## src/rtl/stream_hub_if.sv

```systemverilog
// stream_hub_if: the write ports, the packet output handshake and the status bus of stream_hub.
// Ports: in_data/in_valid/in_ready per channel, ch_en, out_data/out_ch/out_valid/out_done, ch_level, ovf.
// slave = the hub side, master = the producer/consumer side.
interface stream_hub_if #(
  parameter int NUM_CH     = 4,
  parameter int DATA_WIDTH = 16,
  parameter int FIFO_DEPTH = 8,
  parameter int PKT_LEN    = 8
);
  localparam int CW = $clog2(NUM_CH);
  localparam int LW = $clog2(FIFO_DEPTH) + 1;

  logic [NUM_CH*DATA_WIDTH-1:0] in_data;
  logic [NUM_CH-1:0]            in_valid;
  logic [NUM_CH-1:0]            in_ready;
  logic [NUM_CH-1:0]            ch_en;
  logic [DATA_WIDTH*PKT_LEN-1:0] out_data;
  logic [CW-1:0]                out_ch;
  logic                         out_valid;
  logic                         out_done;
  logic [NUM_CH*LW-1:0]         ch_level;
  logic [NUM_CH-1:0]            ovf;

  modport slave (
    input  in_data, in_valid, ch_en, out_done,
    output in_ready, out_data, out_ch, out_valid, ch_level, ovf
  );

  modport master (
    output in_data, in_valid, ch_en, out_done,
    input  in_ready, out_data, out_ch, out_valid, ch_level, ovf
  );
endinterface

```

## src/rtl/stream_hub.sv

```systemverilog
// stream_hub: NUM_CH word FIFOs, round-robin assembly of PKT_LEN-word packets for one packet consumer.
// Latency: eligible in IDLE -> out_valid high after 2+PKT_LEN cycles; out_valid holds until out_done.
// Backpressure: in_ready[c] low while FIFO c is full (write dropped, ovf[c] sticky); out_valid waits on out_done.
// Ports: clk, rst (sync, active-high), bus (stream_hub_if.slave).
// Option: define STREAM_HUB_PRIO_EN to give channel 0 strict priority over the round-robin of channels 1..NUM_CH-1.
module stream_hub #(
  parameter int NUM_CH     = 4,
  parameter int DATA_WIDTH = 16,
  parameter int FIFO_DEPTH = 8,
  parameter int PKT_LEN    = 8
) (
  input  logic          clk,
  input  logic          rst,
  stream_hub_if.slave   bus
);

  localparam int CW = $clog2(NUM_CH);
  localparam int AW = $clog2(FIFO_DEPTH);
  localparam int LW = AW + 1;
  localparam int KW = (PKT_LEN > 1) ? $clog2(PKT_LEN) : 1;
  localparam int PW = DATA_WIDTH * PKT_LEN;

  localparam logic [LW-1:0] DEPTH_LVL = LW'(FIFO_DEPTH);
  localparam logic [LW-1:0] PKT_LVL   = LW'(PKT_LEN);
  localparam logic [KW-1:0] LAST_K    = KW'(PKT_LEN - 1);
  localparam logic [CW-1:0] LAST_CH   = CW'(NUM_CH - 1);
  localparam logic [CW:0]   NCH_EXT   = (CW+1)'(NUM_CH);

  typedef enum logic [1:0] {IDLE, ARB, LOAD, SEND} state_t;

  // FIFO storage and state
  logic [DATA_WIDTH-1:0] r_mem   [NUM_CH][FIFO_DEPTH];
  logic [AW-1:0]         r_wptr  [NUM_CH];
  logic [AW-1:0]         r_rptr  [NUM_CH];
  logic [LW-1:0]         r_level [NUM_CH];
  logic [NUM_CH-1:0]     r_ovf;

  // Control / output registers
  state_t                r_state;
  state_t                w_state_nxt;
  logic [CW-1:0]         r_rr;
  logic [KW-1:0]         r_cnt;
  logic [CW-1:0]         r_out_ch;
  logic [PW-1:0]         r_out_data;
  logic                  r_out_valid;

  logic [NUM_CH-1:0]     w_ready;
  logic [NUM_CH-1:0]     w_push;
  logic [NUM_CH-1:0]     w_pop;
  logic [NUM_CH-1:0]     w_elig;
  logic [NUM_CH-1:0]     w_cand;
  logic [CW:0]           w_sum;
  logic [CW-1:0]         w_idx;
  logic [CW-1:0]         w_grant;
  logic                  w_grant_vld;
  logic [CW-1:0]         w_rr_nxt;
  logic [DATA_WIDTH-1:0] w_rd_word;

  for (genvar c = 0; c < NUM_CH; c++) begin : g_ch
    assign w_ready[c] = (r_level[c] != DEPTH_LVL);
    assign w_push[c]  = bus.in_valid[c] & w_ready[c];
    // Only the granted channel is drained, one word per LOAD cycle.
    assign w_pop[c]   = (r_state == LOAD) && (r_out_ch == CW'(c));
    assign w_elig[c]  = bus.ch_en[c] && (r_level[c] >= PKT_LVL);
    assign bus.ch_level[c*LW +: LW] = r_level[c];
  end

  assign bus.in_ready  = w_ready;
  assign bus.ovf       = r_ovf;
  assign bus.out_data  = r_out_data;
  assign bus.out_ch    = r_out_ch;
  assign bus.out_valid = r_out_valid;

  assign w_rd_word = r_mem[r_out_ch][r_rptr[r_out_ch]];

  // Storage is not reset: contents become unreachable once the pointers clear.
  always_ff @(posedge clk) begin
    for (int c = 0; c < NUM_CH; c++) begin
      if (w_push[c]) begin
        r_mem[c][r_wptr[c]] <= bus.in_data[c*DATA_WIDTH +: DATA_WIDTH];
      end
    end
  end

  always_ff @(posedge clk) begin
    if (rst) begin
      for (int c = 0; c < NUM_CH; c++) begin
        r_wptr[c]  <= '0;
        r_rptr[c]  <= '0;
        r_level[c] <= '0;
      end
      r_ovf <= '0;
    end else begin
      for (int c = 0; c < NUM_CH; c++) begin
        if (w_push[c]) r_wptr[c] <= r_wptr[c] + 1'b1;
        if (w_pop[c])  r_rptr[c] <= r_rptr[c] + 1'b1;
        // Simultaneous push and pop leave the level unchanged.
        if (w_push[c] && !w_pop[c])      r_level[c] <= r_level[c] + 1'b1;
        else if (!w_push[c] && w_pop[c]) r_level[c] <= r_level[c] - 1'b1;
        if (bus.in_valid[c] && !w_ready[c]) r_ovf[c] <= 1'b1;
      end
    end
  end

  // Arbiter: first candidate at or above r_rr, wrapping modulo NUM_CH.
  always_comb begin
    w_grant     = '0;
    w_grant_vld = 1'b0;
    w_sum       = '0;
    w_idx       = '0;
    w_cand      = w_elig;
`ifdef STREAM_HUB_PRIO_EN
    // Channel 0 bypasses the rotation; the others rotate among themselves.
    w_cand[0] = 1'b0;
    if (w_elig[0]) begin
      w_grant_vld = 1'b1;
      w_grant     = '0;
    end
`endif
    for (int i = 0; i < NUM_CH; i++) begin
      w_sum = {1'b0, r_rr} + (CW+1)'(i);
      if (w_sum >= NCH_EXT) w_sum = w_sum - NCH_EXT;
      w_idx = w_sum[CW-1:0];
      if (!w_grant_vld && w_cand[w_idx]) begin
        w_grant_vld = 1'b1;
        w_grant     = w_idx;
      end
    end
    w_rr_nxt = (w_grant == LAST_CH) ? '0 : w_grant + 1'b1;
`ifdef STREAM_HUB_PRIO_EN
    if (w_elig[0]) w_rr_nxt = r_rr;
`endif
  end

  always_ff @(posedge clk) begin
    if (rst) r_state <= IDLE;
    else     r_state <= w_state_nxt;
  end

  always_comb begin
    w_state_nxt = r_state;
    case (r_state)
      IDLE:    if (|w_elig) w_state_nxt = ARB;
      // ch_en may drop between IDLE and ARB; fall back if nothing is left.
      ARB:     w_state_nxt = w_grant_vld ? LOAD : IDLE;
      LOAD:    if (r_cnt == LAST_K) w_state_nxt = SEND;
      SEND:    if (bus.out_done) w_state_nxt = IDLE;
      default: w_state_nxt = IDLE;
    endcase
  end

  always_ff @(posedge clk) begin
    if (rst) begin
      r_rr        <= '0;
      r_cnt       <= '0;
      r_out_ch    <= '0;
      r_out_data  <= '0;
      r_out_valid <= 1'b0;
    end else begin
      case (r_state)
        ARB: begin
          if (w_grant_vld) begin
            r_out_ch <= w_grant;
            r_rr     <= w_rr_nxt;
            r_cnt    <= '0;
          end
        end
        LOAD: begin
          // Word k of the packet goes to slice k, oldest word in the LSBs.
          for (int k = 0; k < PKT_LEN; k++) begin
            if (r_cnt == KW'(k)) r_out_data[k*DATA_WIDTH +: DATA_WIDTH] <= w_rd_word;
          end
          r_cnt <= r_cnt + 1'b1;
          if (r_cnt == LAST_K) r_out_valid <= 1'b1;
        end
        SEND: begin
          if (bus.out_done) r_out_valid <= 1'b0;
        end
        default: ;
      endcase
    end
  end

endmodule
```

## src/flat_wrapper.sv

```systemverilog
// flat-port wrapper written by rule: the top's interface ports become plain ports
module stream_hub_flat 
#(
  parameter int NUM_CH     = 4,
  parameter int DATA_WIDTH = 16,
  parameter int FIFO_DEPTH = 8,
  parameter int PKT_LEN    = 8
)
  (clk, rst, bus_in_data, bus_in_valid, bus_ch_en, bus_out_done, bus_in_ready, bus_out_data, bus_out_ch, bus_out_valid, bus_ch_level, bus_ovf);
  stream_hub_if #(.NUM_CH(NUM_CH), .DATA_WIDTH(DATA_WIDTH), .FIFO_DEPTH(FIFO_DEPTH), .PKT_LEN(PKT_LEN)) bus_i ();
  input  logic clk;
  input  logic rst;
  input wire logic [$bits(bus_i.in_data)-1:0] bus_in_data;
  input wire logic [$bits(bus_i.in_valid)-1:0] bus_in_valid;
  input wire logic [$bits(bus_i.ch_en)-1:0] bus_ch_en;
  input wire logic [$bits(bus_i.out_done)-1:0] bus_out_done;
  output wire logic [$bits(bus_i.in_ready)-1:0] bus_in_ready;
  output wire logic [$bits(bus_i.out_data)-1:0] bus_out_data;
  output wire logic [$bits(bus_i.out_ch)-1:0] bus_out_ch;
  output wire logic [$bits(bus_i.out_valid)-1:0] bus_out_valid;
  output wire logic [$bits(bus_i.ch_level)-1:0] bus_ch_level;
  output wire logic [$bits(bus_i.ovf)-1:0] bus_ovf;
  assign bus_i.in_data = bus_in_data;
  assign bus_i.in_valid = bus_in_valid;
  assign bus_i.ch_en = bus_ch_en;
  assign bus_i.out_done = bus_out_done;
  assign bus_in_ready = bus_i.in_ready;
  assign bus_out_data = bus_i.out_data;
  assign bus_out_ch = bus_i.out_ch;
  assign bus_out_valid = bus_i.out_valid;
  assign bus_ch_level = bus_i.ch_level;
  assign bus_ovf = bus_i.ovf;
  stream_hub #(.NUM_CH(NUM_CH), .DATA_WIDTH(DATA_WIDTH), .FIFO_DEPTH(FIFO_DEPTH), .PKT_LEN(PKT_LEN)) u_core (.clk(clk), .rst(rst), .bus(bus_i));
endmodule
```

## config.mk

```make
export PLATFORM = sky130hd
export DESIGN_NAME = stream_hub_flat
export DESIGN_NICKNAME = d
export VERILOG_FILES = /design/src/rtl/stream_hub_if.sv /design/src/rtl/stream_hub.sv /design/src/flat_wrapper.sv
export SDC_FILE = /design/constraint.sdc
export NUM_CORES = 1
export LEC_CHECK = 0
export ABC_AREA = 0
export CAP_MARGIN = 20
export CORE_ASPECT_RATIO = 0.9
export CORE_UTILIZATION = 35
export CTS_CLUSTER_SIZE = 8
export DETAILED_ROUTE_END_ITERATION = 8
export MAX_ROUTING_LAYER = met4
export PLACE_DENSITY = 0.62
export SLEW_MARGIN = 15
export SYNTH_ARGS = -nofsm -noshare
export SYNTH_HDL_FRONTEND = slang
export SYNTH_SLANG_ARGS = --single-unit
```

## constraint.sdc

```tcl
create_clock -name clk -period 3.5 [get_ports clk]
set_input_delay 0.7 -clock clk [delete_from_list [all_inputs] [get_ports clk]]
set_output_delay 0.7 -clock clk [all_outputs]
set_load 0.1 [all_outputs]
```

==> summary.txt, run 1 <==
CTS
  • Hold_buf cts: 0
  • Clock sink count: 696
  • Root buffer cell: clkbuf_16
  • Inserted Clock Buffers: 97
  • Postcts setup bufs: 0
  • H-tree depth: 3
  • Clock-pin slew on the worst setup and hold paths: 0.05 ns
  • CTS tree: done
  • Gates resized, CTS repair: 0
  • Max Root-Sink Buffers: 3
  • Clock Latency Late Sink: 0.65 ns

Final layout
  • Non-filler cells, final: 3,098
  • Layout area overhead: 23.27%
  • Share of layout cells above drive strength 1: 19.12%
  • Final net count: 2,117
  • Most frequent cells in the layout: 552 x edfxtp_1, 181 x clkdlybuf4s50_1, 142 x dfxtp_1
  • Most common cell after layout, fill and taps aside: edfxtp_1
  • Fillers: 6,767
  • Post-route cell area: 33,920 um^2

Critical path
  • Crit-path max cell delay: 0.45 ns
  • Required time of the critical path: 3.98 ns
  • Cell family contributing the most delay on the critical path: simple AND/OR/NAND/NOR gates
  • CP dominant cell by count: a21oi_1
  • Slowest CP cell: dfxtp_1
  • CP endpoint kind: flop
  • CP max FO: 9
  • Worst path buffer plus inverter count: 1
  • Crit Path Class: flop to flop
  • CP cell instances: nand2b_1, nor3b_1, nor2b_1, nand2_1, inv_1, ha_1, a21o_1, a21oi_1, xor2_1, or3_1, a21oi_1
  • FF-to-FF End: u_core.r_level[2][3]
  • Setup crit start kind: flop
  • Worst EP arrival: 3.36 ns
  • FF-to-FF path depth: 11
  • Worst R2R Setup Slack: 0.62 ns

Timing
  • Final period util: 82.17%
  • Final Max Slew Viols: 0
  • Unrepaired setup endpoints after global routing: no
  • WHS: 0.4483 ns
  • Hold Vio Cnt, Final: 0
  • Fmax achieved: 0.3477 GHz
  • Final setup vio count: 0
  • TNS Setup: 0 ns
  • Worst-Margin Slew: 1.085 ns
  • Final min period: 2.876 ns
  • Skew final: 0.02615 ns
  • Worst slew margin: 27.68%

Power
  • Final total power: 20,100 uW
  • Internal power: 15,040 uW
  • Leakage: 0.01130 uW
  • Flop pwr share: 47.0%
  • Sw Ratio: 25.16%
  • Net switching power: 5058 uW
  • Peak supply drop: 369.4 uV
  • PwrDens: 592.7 nW/um^2
  • Clk pwr share: 41.8%
  • Comb power frac: 11.2%

Global routing
  • GRT Resource Usage Total: 19.74%
  • Initial antenna violation count: 5
  • Total congestion overflow: 0
  • Vias in the first global route: 16,959
  • Largest net degree at the start of global routing: 72
  • Global-route wire length before repair: 112.3 mm

Floorplan
  • Starting Density: 35.37%
  • Num rows: 97
  • Core ar.: 77,800 um^2
  • Die width: 297.5 um
  • Die area: 79,730 um^2
  • Die height: 268.0 um
  • I/O pins: 230

Worst hold path
  • Hold_sp: u_core.bus.out_data[57]
  • Hold path cells: 2
  • Tightest Hold Check Type: flop to flop
  • Worst Hold End: u_core.bus.out_data[57]

Synth
  • Synth Area per Inst: 16.10 um^2
  • Yosys top cell by area: edfxtp_1
  • Sequential area share after synthesis: 70.73%
  • Post-synth cell types: 59
  • Cell count after synthesis: 1,709
  • Mapped Nets: 1,809
  • Post-synth top area share: 60.25%
  • #FFs+latches synth: 696
  • Synth area leaders: edfxtp_1 60%, dfxtp_1 10%, mux4_2 5.5%
  • Async set or reset register ratio after synthesis: 0%
  • Cell Area, Synth: 27,510 um^2
  • Prevailing post-synth register cell: edfxtp_1
  • Post-synth EDFFs: 552
  • Yosys warns: 0

Detailed routing
  • DR vias/cell: 5.414
  • First-pass DRT Iterations: 5
  • Starting DRT DRC Count: 1,362
  • Via Count: 16,774
  • Final WL: 77.70 mm
  • WL per Instance: 25.08 um
  • Post-DRT Antenna Nets: 0
  • DR DRC count: 0

Place
  • Placed cell count: 2,957
  • Number of I/O port buffers: 229
  • HPWL after DPL: 53.11 mm
  • Gpl congestion: 0.8598
  • Placed cell area: 31,220 um^2

Status
  • Run status: finished clean

Run
  • Max cap viols: 0
==> worst reg2reg max path, delay by kind of cell, from the launching register on <==
kind                     cells  cell delay (ns)
adder cells (fa/ha/maj)      1             0.24
AND/OR/NAND/NOR              5             1.35
AO/OA/AOI/OAI                3             0.48
XOR/XNOR                     1             0.10
flip-flops                   1             0.45
buffers and inverters        1             0.10
==> flip-flops by register name, summed over array words and instances, names as in the netlist, named ones only <==
| name | flops |
|---|---|
| u_core.bus.out_ch | 2 |
| u_core.r_state | 1 |
| u_core.r_level | 16 |
| u_core.r_wptr | 12 |
| u_core.bus.ovf | 4 |
| u_core.r_rr | 1 |
| u_core.r_rptr | 12 |
| u_core.r_mem | 512 |
| u_core.bus.out_valid | 1 |
| u_core.bus.out_data | 128 |
| u_core.r_cnt | 3 |
==> per-stage QoR <==
step	util, %	worst slack [ns]
6_report	43.59	0.6239
3_3_place_gp	40.13	0.5630
5_1_grt	43.59	0.3601
4_1_cts	43.58	0.5715
2_1_floorplan	-	-0.2082
3_5_place_dp	40.13	0.5398
==> layout make-up <==
type	instances	area, um^2	share of cell area (%)
Inverter	20	75.07	0.2214
Clock inverter	5	83.83	0.2472
Tap cell	1039	1300	3.833
Clock buffer	132	2601	7.670
Timing Repair Buffer	293	2688	7.924
Antenna cell	4	10.01	0.02951
Sequential cell	696	19470	57.40
Multi-Input combinational cell	909	7691	22.68
==> cells in the mapped netlist (all sizes together), types with 32 or more instances <==
cell type    n
nand2      119
mux4        67
clkbuf      34
dfxtp      144
buf         50
mux2i       47
mux2        43
a22o        58
a211o       32
edfxtp     552
nor2        71
o31ai       80
nor2b       48
==> power by group through the flow <==
stage	Sequential (uW)	Combinational [uW]	Clock, uW
3_3_place_gp	9580	2210	0
6_report	9450	2250	8400
3_5_place_dp	9600	2260	0
2_1_floorplan	9910	1090	0
5_1_grt	9470	2370	8870
4_1_cts	9450	2260	8540
==> routing by layer <==
layer	track usage [%]	vias to the layer above	part of all wire (%)	wire (um)
li1	-	7390	-	-
met2	33.01	620	50	39110
met1	24.50	8642	41	31920
met3	3.695	122	6.3	4883
met4	5.545	0	2.3	1791
met5	-	-	0	0
==> worst max-delay path by stage <==
stage | end | slack [ns] | cells past startpoint
final | u_core.r_level[2][3] | 0.62 | 11
after global routing | u_core.r_level[2][3] | 0.36 | 11
after CTS | bus_ovf[0] | 0.57 | 1
after detailed placement | u_core.r_level[0][3] | 0.54 | 10
after global placement | u_core.r_level[0][3] | 0.56 | 10
after floorplan | u_core.r_mem[3][0] | -0.21 | 5
==> cell families after synthesis <==
| kind of cell | count (synthesis) | share of synthesized area, % |
|---|---|---|
| AO/OA/AOI/OAI | 336 | 9.396 |
| flip-flops | 696 | 70.73 |
| multiplexers | 157 | 8.954 |
| adder cells (fa/ha/maj) | 25 | 1.219 |
| buffers and inverters | 104 | 1.901 |
| AND/OR/NAND/NOR | 373 | 7.231 |
| XOR/XNOR | 18 | 0.5730 |
(Power assumes the default switching activity.)
==> run 2, diff against run 1 <==
Settings changed: PLACE_DENSITY 0.62 to 0.64.
Clock period 3.5 ns to 2.6 ns, I/O delays scaled along.
==> run 2 against run 1 <==
First-iteration DRC count increased by 13%. Via count grew 1.2%. Sequential power increased by 34%. Maximum frequency up 14%. Critical path depth decreased by 5.
==> summary.txt, run 2 (synthesized netlist as in run 1, its figures left out) <==
Critical path
  • Crit Path Class: flop to flop
  • Worst EP arrival: 3.02 ns (-0.34 ns)
  • CP endpoint kind: flop
  • FF-to-FF path depth: 6 (-5)
  • CP max FO: 38 (+29)
  • Setup crit start kind: flop
  • Required time of the critical path: 3.09 ns (-0.89 ns)

Floorplan
  • Die width: 297.5 um (unchanged)
  • Die height: 268.0 um (unchanged)
  • Core ar.: 77,800 um^2 (unchanged)
  • I/O pins: 230 (unchanged)
  • Num rows: 97 (unchanged)
  • Starting Density: 35.37% (unchanged)
  • Die area: 79,730 um^2 (unchanged)

Detailed routing
  • Final WL: 77.87 mm (+0.21%)
  • WL per Instance: 24.75 um (-1.3%)
  • Starting DRT DRC Count: 1,541 (+13%)
  • DR vias/cell: 5.393 (-0.39%)
  • First-pass DRT Iterations: 6 (+1)
  • Via Count: 16,967 (+1.2%)
  • DR DRC count: 0 (unchanged)
  • Post-DRT Antenna Nets: 0 (unchanged)

Final layout
  • Fillers: 6,675 (-1.4%)
  • Number of flip-flops in the largest register: 512 (unchanged)
  • Final net count: 2,161 (+2.1%)
  • Most common cell after layout, fill and taps aside: edfxtp_1
  • Layout area overhead: 26.30%
  • Share of layout cells above drive strength 1: 27.97% (+8.8 points)
  • Most frequent cells in the layout: 552 x edfxtp_1, 222 x buf_4, 142 x dfxtp_1
  • Register area: 19,470 um^2 (unchanged)
  • Area of the multi-input gates: 8013 um^2 (+4.2%)

Timing
  • Worst slew margin: 35.01% (+7.3 points)
  • TNS Setup: 0 ns (unchanged)
  • Final min period: 2.526 ns (-0.3505 ns)
  • Skew final: 0.02015 ns (-0.005998 ns)
  • Worst-Margin Slew: 0.9646 ns (-0.1202 ns)
  • Fmax achieved: 0.3960 GHz (+14%)
  • Unrepaired setup endpoints after global routing: no
  • Final period util: 97.14% (+15 points)
  • Final Max Slew Viols: 0 (unchanged)
  • Hold Vio Cnt, Final: 0 (unchanged)
  • Final setup vio count: 0 (unchanged)

Power
  • Comb power frac: 12.6% (+1.4 points)
  • Sw Ratio: 25.32% (+0.16 points)
  • Leakage: 0.01189 uW (+5.2%)
  • PwrDens: 786.5 nW/um^2 (+33%)
  • Flop pwr share: 46.5% (-0.5 points)
  • Final total power: 27,330 uW (+36%)
  • Net switching power: 6920 uW (+37%)
  • Peak supply drop: 458.2 uV (+24%)
  • Clk pwr share: 41.0% (-0.8 points)
  • Internal power: 20,410 uW (+36%)

CTS
  • Clock-pin slew on the worst setup and hold paths: 0.05 ns (about the same)
  • H-tree depth: 3 (unchanged)
  • Inserted Clock Buffers: 96 (-1.0%)
  • Clock Latency Late Sink: 0.64 ns (about the same)
  • Max Root-Sink Buffers: 3 (unchanged)
  • Root buffer cell: clkbuf_16
  • Hold_buf cts: 0 (unchanged)
  • Clock sink count: 696 (unchanged)
  • CTS tree: done

Status
  • Run status: finished clean

Run
  • Max cap viols: 0 (unchanged)

Place
  • Gpl congestion: 0.8474 (-1.4%)
  • HPWL after DPL: 53.74 mm (+1.2%)
  • Number of I/O port buffers: 229 (unchanged)

Worst hold path
  • Hold path cells: 3 (+1)
  • Tightest Hold Check Type: input pin to flop

Global routing
  • GRT Resource Usage Total: 19.76% (+0.022 points)
  • Global-route wire length before repair: 112.9 mm (+0.53%)
  • Largest net degree at the start of global routing: 57 (-21%)
  • Initial antenna violation count: 5 (unchanged)
  • Vias in the first global route: 17,212 (+1.5%)
  • Total congestion overflow: 0 (unchanged)
-- run 2: cell types whose count changed in the layout (fill, tap and decap cells not counted), sizes merged --
cell and change:
clkinv -2, clkbuf +2, inv +2, diode +1, buf +153, clkdlybuf4s50 -108
-- run 2: area by class of cell --
| cell class | instances | area share (%) |
|---|---|---|
| inverters | 20 | 0.2160 |
| clock buffers | 134 | 7.385 |
| diodes | 5 | 0.03601 |
| flip-flops and latches | 696 | 56.02 |
| clock inverters | 5 | 0.2196 |
| well taps | 1039 | 3.741 |
| multi-input cells | 909 | 23.06 |
| repair buffers | 338 | 9.326 |
-- run 2: layer usage --
metal  part of all wire (%)  vias to the layer above  global-route usage, %
met5                      0                        -                      -
met4                    3.6                        0                  7.467
met3                    6.8                      145                  4.034
met2                     50                      656                  32.38
met1                     40                     8669                  24.15
li1                       -                     7497                      -
-- run 2: final timing paths --
kind,to,from,slack [ns]
max,u_core.bus.out_data[99],flop,0.07
min,u_core.bus.ovf[2],rst,0.44
max reg2reg,u_core.bus.out_data[99],flop,0.07
min reg2reg,u_core.bus.out_data[28],u_core.bus.out_data[28],0.45
-- run 2: power by group through the flow --
stage / registers, uW / logic, uW / clock network [uW]
after global placement: 12900 / 3350 / 0
after floorplan: 13300 / 1540 / 0
after detailed placement: 12900 / 3400 / 0
after CTS: 12700 / 3410 / 11400
final: 12700 / 3430 / 11200
after global routing: 12700 / 3600 / 11800
-- run 2: through the flow --
step / cell area (um^2) / utilization (%) / setup slack [ns] / hold WS [ns] / std cells
2_1_floorplan: 27910 / - / -0.9576 / 0.4807 / 1709
3_3_place_gp: 31970 / 41.10 / 0.05594 / 0.4387 / 3000
3_5_place_dp: 31970 / 41.10 / -0.01836 / 0.4405 / 3000
4_1_cts: 34640 / 44.52 / 0.0003320 / 0.4212 / 3139
5_1_grt: 34750 / 44.67 / 0.009864 / 0.4453 / 3146
6_report: 34750 / 44.67 / 0.07443 / 0.4413 / 3146
-- run 2: timing repair --
item                       in CTS  in global routing
pin swaps                       0                  1
setup endpoints to repair      11                 77
gates resized for setup         4                 21
setup buffers                   0                  2
-- run 2: worst max-delay path, cell delays in order (launching register included) --
cell,delay [ns]
dfxtp_4,0.42
buf_12,0.29
mux4_2,0.54
nor2b_2,0.16
a211oi_1,0.49
a221o_2,0.32
o31ai_1,0.11
